--- src/rtl/crc7_serial_pkg.sv ---
// -----------------------------------------------------------------------------
// crc7_serial_pkg
// Shared SD-card constants and the CRC-7 single-bit step function.
// Both the serial CRC generator and its reference model use crc7_step, so there
// is exactly one definition of the LFSR update.
//   CRC7_WIDTH        : CRC register width (7)
//   CRC7_POLY         : x^7 + x^3 + 1 without the x^7 term
//   CRC7_INIT         : value after reset / clear
//   SD_CMD_FRAME_BITS : bits covered by the CRC in an SD command frame
// -----------------------------------------------------------------------------
package crc7_serial_pkg;

  localparam int              CRC7_WIDTH        = 7;
  localparam logic [6:0]      CRC7_POLY         = 7'h09;
  localparam logic [6:0]      CRC7_INIT         = 7'h00;
  localparam int              SD_CMD_FRAME_BITS = 40;

  // Advance the CRC-7 LFSR by one message bit (MSB-first, Galois form).
  // The feedback is the incoming bit XOR the bit about to shift out.
  function automatic logic [CRC7_WIDTH-1:0] crc7_step(
    input logic [CRC7_WIDTH-1:0] crc,
    input logic                  din,
    input logic [CRC7_WIDTH-1:0] poly = CRC7_POLY
  );
    logic fb;
    fb = din ^ crc[CRC7_WIDTH-1];
    return {crc[CRC7_WIDTH-2:0], 1'b0} ^ (fb ? poly : 7'h00);
  endfunction

endpackage

--- src/rtl/crc7_serial.sv ---
// -----------------------------------------------------------------------------
// crc7_serial
// Bit-serial CRC-7 accumulator for SD command frames. The command sequencer
// clears it, shifts the 40 frame bits in MSB first (one per enabled clock) and
// then reads crc; the transmitted trailer is {crc, 1'b1}. The block knows
// nothing about frame length: it simply folds in every enabled bit.
// Ports:
//   clk    : system clock, all updates on the rising edge
//   rst_n  : asynchronous active-low reset, forces crc to INIT
//   crc    : current CRC register (bit 6 goes out first on the SD line)
//   bit_in : serial data bit, used when enable=1
//   enable : advance the LFSR by one bit
//   clear  : synchronous return to INIT, wins over enable
// -----------------------------------------------------------------------------
module crc7_serial
  import crc7_serial_pkg::*;
#(
  parameter int               WIDTH = CRC7_WIDTH,
  parameter logic [WIDTH-1:0] POLY  = CRC7_POLY,
  parameter logic [WIDTH-1:0] INIT  = CRC7_INIT
) (
  input  logic             clk,
  input  logic             rst_n,
  output logic [WIDTH-1:0] crc,
  input  logic             bit_in,
  input  logic             enable,
  input  logic             clear
);

  logic [WIDTH-1:0] crc_r;
  logic [WIDTH-1:0] crc_next_s;

  // Next-state selection: clear beats enable, otherwise hold.
  always_comb begin
    crc_next_s = crc_r;
    if (clear) begin
      crc_next_s = INIT;
    end else if (enable) begin
      crc_next_s = crc7_step(crc_r, bit_in, POLY);
    end else begin
      crc_next_s = crc_r;
    end
  end

  // CRC state register with asynchronous reset to INIT.
  always_ff @(posedge clk or negedge rst_n) begin
    if (!rst_n) begin
      crc_r <= INIT;
    end else begin
      crc_r <= crc_next_s;
    end
  end

  // The output is the register itself, so no input reaches crc combinationally.
  assign crc = crc_r;

endmodule

--- config.mk ---
export PLATFORM = sky130hd
export DESIGN_NAME = crc7_serial
export DESIGN_NICKNAME = d
export VERILOG_FILES = /design/src/rtl/crc7_serial_pkg.sv /design/src/rtl/crc7_serial.sv
export SDC_FILE = /design/constraint.sdc
export NUM_CORES = 1
export LEC_CHECK = 0
export ABC_AREA = 0
export CORE_AREA = 2 2 39 41
export CTS_BUF_LIST = sky130_fd_sc_hd__clkbuf_8
export DETAILED_ROUTE_END_ITERATION = 8
export DIE_AREA = 0 0 41 43
export PLACE_DENSITY = 0.48
export SYNTH_ARGS = -nofsm -noshare
export SYNTH_HDL_FRONTEND = slang
export SYNTH_SLANG_ARGS = --single-unit
--- constraint.sdc ---
create_clock -name clk -period 1.65 [get_ports clk]
set_clock_uncertainty 0.05 [all_clocks]
set_input_delay 0.165 -clock clk [delete_from_list [all_inputs] [get_ports clk]]
set_output_delay 0.165 -clock clk [all_outputs]
set_load 0.01 [all_outputs]
==> impl_results.md <==
* Period minus WS final at 1.37 ns
* Unrepaired setup endpoints after global routing: false
* Final-report setup violation count at 0
* Vias in the first global route at 209
* Reg-to-Reg Start: crc[6]$_DFFE_PN0P_
* Post-synth EDFFs at 0
* Rows at 14
* VDD IR max at 0.359 mV
* Grt total ovfl at 0
* Top cell family by delay on the critical path: buffers and inverters
* Register area share after synthesis at 56.9%
* Starting Density at 22.2%
* TritonRoute pass-1 iters at 2
* Core Area at 1380 µm²
* Leakage at 0.000213 µW
* Multi-input gate area at roughly 120 µm²
* Fmax at 731 MHz
* Cell area after synthesis at 308 µm²
* Flip-flop and latch area at 175 µm²
* Syn avg cell area at 11.0 µm²
* Syn-to-layout area delta at 52.8%
* Post-Synthesis Cells at 28
* Power Density at 982 nW/µm²
* DIE AREA at 1760 µm²
* Fin crit share at 82.9%
* Clock Tree Root: clkbuf_8
* Worst-Skew Late Latency at 0.22 ns
* Via count at around 240
* CP max stage cell: clkdlybuf4s50_1
* Status: completed
* Worst reg-to-reg path cell count at 3
* Worst EP required at 1.43 ns
* Clock power frac at about half
* Antenna cells at 0
* WL per Instance at 10.4 µm
* Clk slew on worst S/H paths at 0.04 ns
* Synth Flop Type: dfrtp_1
* Register share of total power at 39.7%
* Post-synthesis net count at 33
* CTS HTree Levels at 1
* Largest cells by area after synthesis: dfrtp_1 (57%), mux2i_1 (16%), nor2_1 (9.8%), nand4b_1 (2.8%), xnor2_1 (2.8%)
* Sink Count at 7
* Antenna Nets Post-Route at 0
* Internal at 366 µW
* Syn. warnings at 0
* Hold WS at 0.159 ns
* MaxCap Viol Count at 0
* Crit start category: flip-flop
* Fin. Hold Viols at 0
* Crit path max fanout at 4
* Remaining DRCs at 0
* CP peak stage delay at around 0.55 ns
* GRT Util Overall at slightly above 8%
* Post-synthesis cell type count at 10
* Fillers at 136
* Setup bufs post-CTS at 0
* Initial drt markers at 3
* Chip width at 41 µm
* Largest net degree at the start of global routing at 11
* R2R Path End: crc[3]$_DFFE_PN0P_
* Antenna violations before repair at 0
* Met3 WL post-DR at around 36 µm
* CP arrival at 1.15 ns
* Met2 routed WL at 275 µm
* Max reg flops at 7
* Most common cell in the synthesized netlist: nor2_1
* Post-cts resize count at 0
* FF+latch count, synth at 7
* Post-Layout Cell Count at 57
* Final net count at 47
* CP Depth at 1
* Setup TNS at 0 ns
* Critical path capture point type: output pin
* M1 WL at 279 µm
* Worst hold path class: in -> async
* Share of cells above drive strength 1 at 7.32%
* Clk buf depth at 2
* CTS Hold Buffers Added at 0
* Buf+Inv Stages, Crit Path at 1
* IO buf count at 11
* Leading area contributor after synthesis: dfrtp_1
* Async SR Flop Fraction at 100%
* Critical-path cell list: clkdlybuf4s50_1
* Relative slew margins at 71.8%
* Cts bufs inserted at 3
* Sw Share at 20.8%
* Switch Pwr at about 96 µW
* R2R Setup Slk at around 0.6 ns
* Highest routed metal layer: met3
* Vias per cell at 4.14
* Top post-synthesis cells by count: nor2_1 (8), dfrtp_1 (7), mux2i_1 (5), nand2_1 (2)
* Post-layout util at 34.0%
* Top cell type's share of synthesized area at 56.9%
* Combinational share of power at 10.5%
* Final WL at approximately 590 µm
* Setup Crit Path Kind: reg -> out
* RePlAce Congestion at 0.657
* Slew @ Worst Pin at 0.421 ns
* Placed insts at 53
* First-pass GRT wire length at 890 µm
* Final Slew Violations at 0
* I/O pin count at 12
* Die height at 43 µm
* TritonCTS clock tree: done
cells in the final DEF (no fill, tap or decap):
master	instances
clkdlybuf4s50_1	11
nor2_1	8
dfrtp_1	7
mux2i_1	5
clkbuf_8	3
nand2_1	2
xnor2_1	1
a211oi_1	1
nand4b_1	1
o211ai_1	1
inv_1	1
worst register-to-register path: stages, from the launching register on:
cell and delay, ns:
dfrtp_1 0.39, xnor2_1 0.27, nand4b_1 0.13, o211ai_1 0.12
worst max path at each step:
stage                       startpoint                  to  slack [ns]
global placement                enable  crc[1]$_DFFE_PN0P_        0.27
CTS                 crc[2]$_DFFE_PN0P_              crc[2]        0.27
floorplan           crc[6]$_DFFE_PN0P_  crc[3]$_DFFE_PN0P_        0.67
detailed placement              enable  crc[5]$_DFFE_PN0P_        0.26
global route        crc[2]$_DFFE_PN0P_              crc[2]        0.24
finish              crc[2]$_DFFE_PN0P_              crc[2]        0.28
power groups by stage:
stage / clock network (µW) / registers (µW) / logic, µW
after floorplan: 0 / 188 / 20.7
after global placement: 0 / 186 / 49.1
after detailed placement: 0 / 186 / 49.4
after CTS: 238 / 183 / 49.7
after global routing: 251 / 184 / 53.1
final: 230 / 183 / 48.7
metal layers:
layer,up-vias,GRT usage (%)
li1,119,-
met1,112,10.9
met2,5,9.06
met3,0,4.71
met4,0,6.00
met5,-,0
kinds of logic after synthesis:
family                    count (synthesis)  synth area share (%)
xor gates and xnor gates                  1                  2.85
AOI/OAI and AO/OA                         2                  4.88
DFF                                       7                  56.9
buffers and inverters                     2                  4.06
muxes                                     5                  16.3
and+or+nand+nor                          11                  15.0
final cells by class:
class | instances | area share, %
Clock inverter | 1 | 0.798
Sequential cell | 7 | 37.2
Timing Repair Buffer | 11 | 23.4
Clock buffer | 3 | 8.78
Multi-Input combinational cell | 19 | 25.5
Tap cell | 16 | 4.26
stage by stage:
| stage | total power, µW | cell area (µm²) | worst slack (ns) |
|---|---|---|---|
| detailed placement | 235 | 425 | 0.264 |
| CTS | 471 | 470 | 0.275 |
| floorplan | 209 | 308 | 0.668 |
| global placement | 235 | 425 | 0.272 |
| finish | 462 | 470 | 0.282 |
| global route | 488 | 470 | 0.240 |
No activity file was read; power rests on OpenSTA's default activity.
